$ cat config.mk
export PLATFORM = sky130hd
export DESIGN_NAME = mem_arbiter_flat
export DESIGN_NICKNAME = d
export VERILOG_FILES = /design/src/rtl/mem_arbiter_pkg.sv /design/src/rtl/mem_arbiter_if.sv /design/src/rtl/mem_arbiter_lat_counter.sv /design/src/rtl/mem_arbiter.sv /design/src/flat_wrapper.sv
export SDC_FILE = /design/constraint.sdc
export NUM_CORES = 1
export LEC_CHECK = 0
export BUFFER_PORTS_ARGS = -buffer_cell sky130_fd_sc_hd__buf_4
export CAP_MARGIN = 20
export CORE_ASPECT_RATIO = 1.4
export CORE_UTILIZATION = 40
export CTS_CLUSTER_SIZE = 24
export DETAILED_ROUTE_END_ITERATION = 6
export PLACE_DENSITY = 0.72
export SYNTH_ARGS = -nofsm -noshare
export SYNTH_HDL_FRONTEND = slang
export SYNTH_SLANG_ARGS = --single-unit
$ cat constraint.sdc
create_clock -name clk -period 1.6 [get_ports clk]
set_input_delay 0.16 -clock clk [delete_from_list [all_inputs] [get_ports clk]]
set_output_delay 0.16 -clock clk [all_outputs]
set_load 0.005 [all_outputs]
$ cat src/rtl/mem_arbiter_pkg.sv
// Shared definitions for the unified-memory arbiter: FSM state encoding,
// default geometry and the counter-width helper.
package mem_arbiter_pkg;

    localparam int unsigned DEF_LATENCY = 4;
    localparam int unsigned DEF_AW      = 16;
    localparam int unsigned DEF_DW      = 16;

    typedef enum logic [1:0] {
        ST_IDLE   = 2'd0,
        ST_BUSY_I = 2'd1,
        ST_BUSY_D = 2'd2
    } arb_state_e;

    // Counter must hold LATENCY-1; one extra value keeps LATENCY=1 at 1 bit.
    function automatic int unsigned cnt_width(input int unsigned latency);
        return $clog2(latency + 1);
    endfunction

endpackage

$ cat src/rtl/mem_arbiter_if.sv
// Bundle of fetch-port, data-port and memory-macro signals around the arbiter.
// slave = arbiter view, master = requesters plus memory macro.
interface mem_arbiter_if
    import mem_arbiter_pkg::*;
#(
    parameter int AW = DEF_AW,
    parameter int DW = DEF_DW
);

    logic          if_req;
    logic [AW-1:0] if_addr;
    logic [DW-1:0] if_rdata;
    logic          if_valid;
    logic          if_stall;

    logic          d_req;
    logic          d_we;
    logic [AW-1:0] d_addr;
    logic [DW-1:0] d_wdata;
    logic [DW-1:0] d_rdata;
    logic          d_valid;
    logic          d_stall;

    logic          mem_en;
    logic          mem_wr;
    logic [AW-1:0] mem_addr;
    logic [DW-1:0] mem_wdata;
    logic [DW-1:0] mem_rdata;

    modport slave (
        input  if_req, if_addr, d_req, d_we, d_addr, d_wdata, mem_rdata,
        output if_rdata, if_valid, if_stall, d_rdata, d_valid, d_stall,
               mem_en, mem_wr, mem_addr, mem_wdata
    );

    modport master (
        output if_req, if_addr, d_req, d_we, d_addr, d_wdata, mem_rdata,
        input  if_rdata, if_valid, if_stall, d_rdata, d_valid, d_stall,
               mem_en, mem_wr, mem_addr, mem_wdata
    );

endinterface

$ cat src/rtl/mem_arbiter_lat_counter.sv
// Loadable down-counter that times one memory access; saturates at zero.
module lat_counter #(
    parameter int unsigned W = 3
) (
    input  logic         clk,
    input  logic         rst_n,
    input  logic         load_i,
    input  logic [W-1:0] load_val_i,
    input  logic         dec_i,
    output logic         zero_o
);

    logic [W-1:0] cnt_q;
    logic [W-1:0] cnt_d;

    always_comb begin
        cnt_d = cnt_q;
        if (load_i) begin
            cnt_d = load_val_i;
        end else if (dec_i && (cnt_q != '0)) begin
            cnt_d = cnt_q - 1'b1;
        end
    end

    // NOTE: sequential state is always written with <= so every flop samples pre-edge values.
    always_ff @(posedge clk or negedge rst_n) begin
        if (!rst_n) begin
            cnt_q <= '0;
        end else begin
            cnt_q <= cnt_d;
        end
    end

    assign zero_o = (cnt_q == '0);

endmodule

$ cat src/rtl/mem_arbiter.sv
// Shares one fixed-latency single-port memory between the fetch and data ports,
// one access in flight, alternating grants under contention.
module mem_arbiter
    import mem_arbiter_pkg::*;
#(
    parameter int unsigned LATENCY = DEF_LATENCY,
    parameter int          AW      = DEF_AW,
    parameter int          DW      = DEF_DW
) (
    input  logic          clk,
    input  logic          rst_n,
    mem_arbiter_if.slave  bus
);

    localparam int unsigned CW = cnt_width(LATENCY);

    arb_state_e    state_q;
    logic          last_d_q;
    logic          mem_en_q;
    logic          mem_wr_q;
    logic [AW-1:0] mem_addr_q;
    logic [DW-1:0] mem_wdata_q;
    logic [DW-1:0] if_rdata_q;
    logic [DW-1:0] d_rdata_q;
    logic          if_valid_q;
    logic          d_valid_q;

    logic pick_d;
    logic pick_i;
    logic busy;
    logic cnt_zero;

    // Data wins a tie unless it won the previous grant, so fetch cannot starve.
    assign pick_d = (state_q == ST_IDLE) && bus.d_req  && (!bus.if_req || !last_d_q);
    assign pick_i = (state_q == ST_IDLE) && bus.if_req && (!bus.d_req  ||  last_d_q);
    assign busy   = (state_q == ST_BUSY_I) || (state_q == ST_BUSY_D);

    lat_counter #(.W(CW)) u_lat_counter (
        .clk        (clk),
        .rst_n      (rst_n),
        .load_i     (pick_d | pick_i),
        .load_val_i (CW'(LATENCY - 1)),
        .dec_i      (busy),
        .zero_o     (cnt_zero)
    );

    // NOTE: every register, including the read-data holds, has a reset value so outputs are known.
    always_ff @(posedge clk or negedge rst_n) begin
        if (!rst_n) begin
            state_q     <= ST_IDLE;
            last_d_q    <= 1'b0;
            mem_en_q    <= 1'b0;
            mem_wr_q    <= 1'b0;
            mem_addr_q  <= '0;
            mem_wdata_q <= '0;
            if_rdata_q  <= '0;
            d_rdata_q   <= '0;
            if_valid_q  <= 1'b0;
            d_valid_q   <= 1'b0;
        end else begin
            if_valid_q <= 1'b0;
            d_valid_q  <= 1'b0;
            unique case (state_q)
                ST_IDLE: begin
                    if (pick_d || pick_i) begin
                        state_q    <= pick_d ? ST_BUSY_D : ST_BUSY_I;
                        last_d_q   <= pick_d;
                        mem_en_q   <= 1'b1;
                        mem_wr_q   <= pick_d & bus.d_we;
                        mem_addr_q <= pick_d ? bus.d_addr : bus.if_addr;
                        if (pick_d) begin
                            mem_wdata_q <= bus.d_wdata;
                        end
                    end
                end
                ST_BUSY_I: begin
                    if (cnt_zero) begin
                        if_rdata_q <= bus.mem_rdata;
                        if_valid_q <= 1'b1;
                        mem_en_q   <= 1'b0;
                        mem_wr_q   <= 1'b0;
                        state_q    <= ST_IDLE;
                    end
                end
                ST_BUSY_D: begin
                    if (cnt_zero) begin
                        // Stores complete with a valid pulse but leave the load data untouched.
                        if (!mem_wr_q) begin
                            d_rdata_q <= bus.mem_rdata;
                        end
                        d_valid_q <= 1'b1;
                        mem_en_q  <= 1'b0;
                        mem_wr_q  <= 1'b0;
                        state_q   <= ST_IDLE;
                    end
                end
                default: begin
                    state_q  <= ST_IDLE;
                    mem_en_q <= 1'b0;
                    mem_wr_q <= 1'b0;
                end
            endcase
        end
    end

    assign bus.mem_en    = mem_en_q;
    assign bus.mem_wr    = mem_wr_q;
    assign bus.mem_addr  = mem_addr_q;
    assign bus.mem_wdata = mem_wdata_q;
    assign bus.if_rdata  = if_rdata_q;
    assign bus.if_valid  = if_valid_q;
    assign bus.d_rdata   = d_rdata_q;
    assign bus.d_valid   = d_valid_q;
    assign bus.if_stall  = bus.if_req & ~if_valid_q;
    assign bus.d_stall   = bus.d_req  & ~d_valid_q;

endmodule

$ cat src/flat_wrapper.sv
// flat-port wrapper written by rule: the top's interface ports become plain ports
module mem_arbiter_flat import mem_arbiter_pkg::*;
#(
    parameter int unsigned LATENCY = DEF_LATENCY,
    parameter int          AW      = DEF_AW,
    parameter int          DW      = DEF_DW
)
  (clk, rst_n, bus_if_req, bus_if_addr, bus_d_req, bus_d_we, bus_d_addr, bus_d_wdata, bus_mem_rdata, bus_if_rdata, bus_if_valid, bus_if_stall, bus_d_rdata, bus_d_valid, bus_d_stall, bus_mem_en, bus_mem_wr, bus_mem_addr, bus_mem_wdata);
  mem_arbiter_if #(.AW(AW), .DW(DW)) bus_i ();
  input  logic clk;
  input  logic rst_n;
  input wire logic [$bits(bus_i.if_req)-1:0] bus_if_req;
  input wire logic [$bits(bus_i.if_addr)-1:0] bus_if_addr;
  input wire logic [$bits(bus_i.d_req)-1:0] bus_d_req;
  input wire logic [$bits(bus_i.d_we)-1:0] bus_d_we;
  input wire logic [$bits(bus_i.d_addr)-1:0] bus_d_addr;
  input wire logic [$bits(bus_i.d_wdata)-1:0] bus_d_wdata;
  input wire logic [$bits(bus_i.mem_rdata)-1:0] bus_mem_rdata;
  output wire logic [$bits(bus_i.if_rdata)-1:0] bus_if_rdata;
  output wire logic [$bits(bus_i.if_valid)-1:0] bus_if_valid;
  output wire logic [$bits(bus_i.if_stall)-1:0] bus_if_stall;
  output wire logic [$bits(bus_i.d_rdata)-1:0] bus_d_rdata;
  output wire logic [$bits(bus_i.d_valid)-1:0] bus_d_valid;
  output wire logic [$bits(bus_i.d_stall)-1:0] bus_d_stall;
  output wire logic [$bits(bus_i.mem_en)-1:0] bus_mem_en;
  output wire logic [$bits(bus_i.mem_wr)-1:0] bus_mem_wr;
  output wire logic [$bits(bus_i.mem_addr)-1:0] bus_mem_addr;
  output wire logic [$bits(bus_i.mem_wdata)-1:0] bus_mem_wdata;
  assign bus_i.if_req = bus_if_req;
  assign bus_i.if_addr = bus_if_addr;
  assign bus_i.d_req = bus_d_req;
  assign bus_i.d_we = bus_d_we;
  assign bus_i.d_addr = bus_d_addr;
  assign bus_i.d_wdata = bus_d_wdata;
  assign bus_i.mem_rdata = bus_mem_rdata;
  assign bus_if_rdata = bus_i.if_rdata;
  assign bus_if_valid = bus_i.if_valid;
  assign bus_if_stall = bus_i.if_stall;
  assign bus_d_rdata = bus_i.d_rdata;
  assign bus_d_valid = bus_i.d_valid;
  assign bus_d_stall = bus_i.d_stall;
  assign bus_mem_en = bus_i.mem_en;
  assign bus_mem_wr = bus_i.mem_wr;
  assign bus_mem_addr = bus_i.mem_addr;
  assign bus_mem_wdata = bus_i.mem_wdata;
  mem_arbiter #(.LATENCY(LATENCY), .AW(AW), .DW(DW)) u_core (.clk(clk), .rst_n(rst_n), .bus(bus_i));
endmodule
==> flow_summary.ini, run 1 <==
[status]
status = complete, no violations

[layout]
diodes = 0
layout-drive-gt1-share_pct = 58.6
regArea_sq_mm = 0.00185
final.fill_count = 633
multi_input_area_sq_mm = 0.00135
syn2layout_area_growth_pct = 49.3
final_area_sq_mm = 0.00487
nNetsFinal = 473

[route]
vias = 2593
routed.top_layer = met4
drc = 0
antenna_left = 0
vias_per_cell = 5.16
drtIter0Drc = 161
wl_met1_microns = 3080
met2_wirelength_microns = 4360
wl_per_cell_microns = 16.1
met3WireLength_microns = 520
dr.pass1.iters = 4
wirelength_microns = 8110

[timing]
finalCriticalPeriod_ps = 1570
finalClockSkew_ps = 14.1
setup_viol = 0
finalHoldViolations = 0
tightest_slew_ps = 486
slew_headroom_pct = 67.4
slew_viol_final = 0
fmax_mhz = 637
period_share_pct = 98.2
rsz0062_at_grt = true
fin_ws_ps = 28.9

[place]
finalWeightedCongestion = 0.824
io_buffers = 138
hpwlAfterDp_microns = 5700
placedInstanceArea_sq_mm = 0.00450
dpl_worst_slack_ps = -61.9

[worst_setup_path]
r2r_setup_slack_ps = 30
crit_end = u_core.bus.if_rdata[3]$_DFFE_PN0P_
cp_top_family = buffers and inverters
startpoint = u_core.state_q[0]$_DFFE_PN0P_
cp.arrival_ps = 1800
crit_cells = 6
cpPeakStageDelay_ps = 390
cp_cell_sequence = buf_4, buf_4, ha_1, nand2_2, buf_12, mux2_2
cp_num_buf_inv = 3
cp-start-kind = register
crit_type = reg -> reg
critPathMaxFanout = 17
cp-end-kind = register
worst_path_most_repeated_cell = buf_4
required_ps = 1830
rr_startpoint = u_core.state_q[0]$_DFFE_PN0P_
r2r_end = u_core.bus.if_rdata[3]$_DFFE_PN0P_
reg2reg_depth = 6
crit_slowest_cell = dfrtp_1

[clock_network]
cts_tree = yes
numCtsBuffers = 9
cts_root_buf = clkbuf_8
clock_sinks = 74
clockBufferDepth = 2
insertion_delay_ps = 350
path_clk_slew_ps = 80
htree_levels = 3

[yosys]
synth_ff_type = dfrtp_1
ys.warnings.count = 0
synth.distinct_cells = 33
synth.area.top_cells = dfrtp_1 57%, mux2_4 8.7%, mux2_2 6.9%, o2111ai_1 4.3%, mux2_1 3.5%
synth_seq_area_share_pct = 56.8
synth_area_per_cell_sq_um = 13.3
synthCells = 245
synth_top_cell_by_area = dfrtp_1
syn_nets = 319
ys_ff_latch = 74
yosysTopAreaCellShare_pct = 56.8
netlist_area_sq_mm = 0.00326
async_flop_share_pct = 100
synth_edf_count = 0

[global_routing]
track_usage_pct = 19.3
grt-ovfl-total = 0
grt_max_degree = 44
grt_pass1_wl_microns = 12400
grt_pass1_vias = 2635
antenna_found_initial = 0

[power]
pwr-share-comb_pct = 46.9
switchingPower_uw = 2830
powerDensity_mw_per_mm2 = 1850
power_uw = 9030
p_sw_share_pct = 31.3
irDropWorstVdd_uv = 795
seq_power_share_pct = 36.8
p_leak_uw = 0.00233
p_int_uw = 6200
clockPowerShare_pct = 16.2

[floorplan]
die_w_microns = 78.3
die_area_sq_mm = 0.00852
rows = 38
start_util_pct = 41.6
pin_count = 139
fp.dieH_microns = 109
core_sq_mm = 0.00785

[run]
cap_violations = 0

[min_path]
hold_class = in -> reg
worst reg2reg max path, stage by stage, from the launching register on:
cell and delay, ps:
dfrtp_1 390, buf_4 140, buf_4 130, ha_1 210, nand2_2 90, buf_12 160, mux2_2 340
power groups by stage:
stage | Sequential [uW] | Combinational [uW] | Clock (uW)
global route | 3420 | 4630 | 1600
floorplan | 3350 | 1900 | 0
finish | 3330 | 4240 | 1470
CTS | 3320 | 4010 | 1520
global placement | 3310 | 3900 | 0
detailed placement | 3340 | 3980 | 0
sequential cells by signal, summed over array words and instances (netlist names):
register / flops
u_core.bus.d_rdata: 16
u_core.bus.if_rdata: 16
u_core.bus.mem_addr: 16
u_core.bus.mem_wdata: 16
u_core.u_lat_counter.cnt_q: 3
u_core.state_q: 2
u_core.bus.d_valid: 1
u_core.bus.if_valid: 1
u_core.bus.mem_en: 1
u_core.bus.mem_wr: 1
u_core.last_d_q: 1
worst min path at each step:
stage / to / cells past startpoint / startpoint
2_1_floorplan: u_core.bus.d_rdata[0]$_DFFE_PN0P_ / 0 / rst_n
4_1_cts: u_core.bus.mem_wdata[1]$_DFFE_PN0P_ / 2 / bus_d_wdata[1]
3_5_place_dp: u_core.bus.d_rdata[10]$_DFFE_PN0P_ / 1 / rst_n
3_3_place_gp: u_core.bus.d_rdata[10]$_DFFE_PN0P_ / 1 / rst_n
5_1_grt: u_core.bus.d_rdata[15]$_DFFE_PN0P_ / 2 / bus_mem_rdata[15]
6_report: u_core.bus.d_rdata[2]$_DFFE_PN0P_ / 2 / bus_mem_rdata[2]
Yosys cell counts, types with 2 or more instances:
master / n
a31oi_1: 16
mux2_1: 10
inv_1: 7
buf_6: 2
buf_8: 2
buf_4: 4
mux2_4: 19
buf_2: 5
dfrtp_1: 74
nand2b_1: 2
o21ai_0: 19
clkbuf_1: 4
nand2_1: 5
nor2_1: 18
nor2b_1: 2
o2111ai_1: 16
ha_1: 5
mux2_2: 20
placed cells by master, fill, tap and decap left out, types with 2 or more instances in the layout:
cell	n
nand2_2	2
mux2_2	20
clkbuf_8	11
mux2_1	7
nand2_1	4
dfrtp_1	74
ha_4	3
nor2_1	18
a31oi_1	16
buf_12	5
inv_1	3
inv_2	5
o2111ai_1	16
buf_4	151
o21ai_0	18
mux2_4	22
and2_4	2
cell type report:
class / instances / area share [%]
sequential: 74 / 38.0
multi-input combinational: 145 / 27.7
timing repair buffer: 160 / 26.9
clock buffer: 11 / 3.11
tap: 100 / 2.57
clock inverter: 4 / 1.05
inverter: 9 / 0.694
stage by stage:
stage / util [%] / TNS [ps] / hold WS [ps] / std cells
6_report: 62.1 / 0 / 31.2 / 503
5_1_grt: 62.1 / -79.2 / 2.51 / 503
4_1_cts: 60.5 / 0 / 9.77 / 498
3_5_place_dp: 57.3 / -535 / 129 / 481
3_3_place_gp: 57.3 / 0 / 122 / 481
2_1_floorplan: - / -12.5 / -136 / 245
routing by layer:
| metal | vias up | global-route usage (%) |
|---|---|---|
| li1 | 1195 | - |
| met2 | 117 | 35.1 |
| met5 | - | 0 |
| met4 | 0 | 9.13 |
| met1 | 1268 | 20.8 |
| met3 | 13 | 5.02 |
cell families (layout without fill, tap and decap cells):
family / after synthesis / after routing / share of synthesized area (%)
flops: 74 / 74 / 56.8
compound gates: 57 / 57 / 11.9
mux: 49 / 49 / 19.1
simple gates: 33 / 33 / 5.18
buf+inv: 26 / 184 / 4.80
fa+ha+maj: 5 / 5 / 1.92
xor+xnor: 1 / 1 / 0.269
what timing repair did:
action,in CTS,in global routing
endpoints found under the setup margin,16,43
resized for setup,2,18
buffers inserted,0,5
hold buffers,1,0
pin swaps,2,4
endpoints found under the hold margin,31,0
gates cloned,1,1
No activity file was read; power rests on OpenSTA's default activity.
==> inputs of run 2 (changes only) <==
ABC_AREA = 1   (was unset)
PLACE_DENSITY = 0.71   (was 0.72)
==> flow_summary.ini, run 2 <==
[route]
dr.pass1.iters = 4
antenna_left = 0
drc = 0
wl_per_cell_microns = 12.4
vias = 2953
wirelength_microns = 7990
vias_per_cell = 4.59
drtIter0Drc = 129

[yosys]
ys_ff_latch = 74
yosysMostFrequentCell = nand2_1
synthCells = 386
synth_ff_type = dfrtp_1
synth_area_per_cell_sq_um = 8.51
synth.distinct_cells = 18
yosysTopAreaCellShare_pct = 56.4
synth_top_cell_by_area = dfrtp_1
synth_commonest_cells = 148 x nand2_1, 74 x dfrtp_1, 61 x inv_1
synth_edf_count = 0
netlist_area_sq_mm = 0.00328
ys.warnings.count = 0
syn_nets = 460
synth_seq_area_share_pct = 56.4
synth.area.top_cells = dfrtp_1 56%, nand2_1 17%, inv_1 7.0%, nand3_1 4.9%, o21ai_2 4.3%
async_flop_share_pct = 100

[clock_network]
numCtsBuffers = 9
htree_levels = 3
cts_setup_buffers = 0
insertion_delay_ps = 340
path_clk_slew_ps = 70
cts_tree = yes
cts_root_buf = clkbuf_8
clock_sinks = 74
clockBufferDepth = 2

[layout]
layout-drive-gt1-share_pct = 34.6
nNetsFinal = 615
final_cell_mix = 146 x nand2_1, 142 x buf_4, 74 x dfrtp_1, 61 x inv_1, 32 x nand3_1
diodes = 0
syn2layout_area_growth_pct = 47.4
fin_util_pct = 61.7
final_common_cell = nand2_1

[floorplan]
fp.dieH_microns = 109
start_util_pct = 41.9
rows = 38
core_sq_mm = 0.00785
die_area_sq_mm = 0.00858
pin_count = 139
die_w_microns = 78.6

[min_path]
hp-start = bus_d_wdata[0]
hold_depth = 3
holdPathEnd = u_core.bus.mem_wdata[0]$_DFFE_PN0P_
hold_class = in -> reg

[run]
cap_violations = 0

[timing]
whs_ps = 19.3
finalHoldViolations = 0
period_share_pct = 94.4
slew_headroom_pct = 76.0
finalCriticalPeriod_ps = 1510
fmax_mhz = 662
finalClockSkew_ps = 5.44
fin_ws_ps = 90.3
slew_viol_final = 0
tightest_slew_ps = 360
setup_viol = 0

[global_routing]
grt_max_degree = 35
grt_pass1_vias = 2799
grt-ovfl-total = 0
grt_pass1_wl_microns = 12500
track_usage_pct = 19.0
antenna_found_initial = 0

[worst_setup_path]
cp-end-kind = register
cp.arrival_ps = 1740
cp_cell_sequence = inv_1, ha_2, ha_4, nand2_1, or2_4, buf_12, nand2_1, o21ai_2
reg2reg_depth = 8
cp-start-kind = register
worst_path_most_repeated_cell = nand2_1
critPathMaxFanout = 16
required_ps = 1830
r2r_setup_slack_ps = 90
cpPeakStageDelay_ps = 370
crit_type = reg -> reg
crit_slowest_cell = dfrtp_1
r2r_end = u_core.bus.d_rdata[5]$_DFFE_PN0P_
rr_startpoint = u_core.u_lat_counter.cnt_q[0]$_DFFE_PN0P_

[status]
status = complete, no violations

[power]
irDropWorstVdd_uv = 811
powerDensity_mw_per_mm2 = 1690
power_uw = 8200
p_leak_uw = 0.00278

[place]
hpwlAfterDp_microns = 5710
io_buffers = 138
dpl_worst_slack_ps = 55.2
finalWeightedCongestion = 0.766
run 2: worst max-delay path by stage:
stage / startpoint / end / slack (ps) / cells past startpoint
after global routing: u_core.u_lat_counter.cnt_q[0]$_DFFE_PN0P_ / u_core.bus.d_rdata[5]$_DFFE_PN0P_ / -20 / 8
after detailed placement: u_core.u_lat_counter.cnt_q[0]$_DFFE_PN0P_ / u_core.bus.d_rdata[5]$_DFFE_PN0P_ / 60 / 8
after global placement: u_core.u_lat_counter.cnt_q[0]$_DFFE_PN0P_ / u_core.bus.d_rdata[8]$_DFFE_PN0P_ / 100 / 8
after floorplan: u_core.u_lat_counter.cnt_q[0]$_DFFE_PN0P_ / u_core.bus.d_rdata[11]$_DFFE_PN0P_ / 110 / 9
after CTS: u_core.u_lat_counter.cnt_q[0]$_DFFE_PN0P_ / u_core.bus.d_rdata[5]$_DFFE_PN0P_ / 40 / 8
final: u_core.u_lat_counter.cnt_q[0]$_DFFE_PN0P_ / u_core.bus.d_rdata[5]$_DFFE_PN0P_ / 90 / 8
run 2: routing by layer:
metal  wire, microns  vias up  GRT usage [%]  part of all wire [%]
li1                -     1478              -                     -
met1            3390     1335           23.1                    42
met2            3940      129           31.9                    49
met3             542       11           4.44                   6.8
met4             114        0           8.33                   1.4
met5               0        -              0                     0
run 2: final cells by class:
type / count / area, sq um
fillers: 694 / 3010
flip-flops and latches: 74 / 1850
repair buffers: 160 / 1320
multi-input cells: 232 / 1110
inverters: 64 / 246
clock buffers: 11 / 151
well taps: 100 / 125
clock inverters: 3 / 40.0
run 2: cell families (layout without fill, tap and decap cells):
| logic type | Yosys count | count (layout) | synth area share (%) |
|---|---|---|---|
| fa+ha+maj | 5 | 5 | 1.91 |
| flops | 74 | 74 | 56.4 |
| buf+inv | 80 | 238 | 10.8 |
| compound gates | 39 | 39 | 7.77 |
| simple gates | 188 | 188 | 23.1 |
run 2: timing repair:
item | CTS | global route
hold buffers | 12 | 0
endpoints found under the hold margin | 35 | 0
gates resized for setup | 0 | 11
setup endpoints to repair | 0 | 36
run 2: worst max-delay path, delay by kind of cell, from the launching register on:
family	cells	cell delay [ps]
simple gates	3	390
fa+ha+maj	2	340
flops	1	370
compound gates	1	50
buf+inv	2	240
run 2: power breakdown:
group,leakage [uW],total (uW),internal (uW),switching [uW]
sequential,0.000852,3270,2760,511
combinational,0.00182,3510,1840,1660
clock,0.000101,1420,783,634
run 2: through the flow:
step                      TNS (ps)  instance area (sq um)  std cells
after floorplan                  0                   3280        386
after global placement           0                   4440        616
after detailed placement         0                   4440        616
after CTS                        0                   4750        642
after global routing         -28.7                   4840        644
final                            0                   4840        644
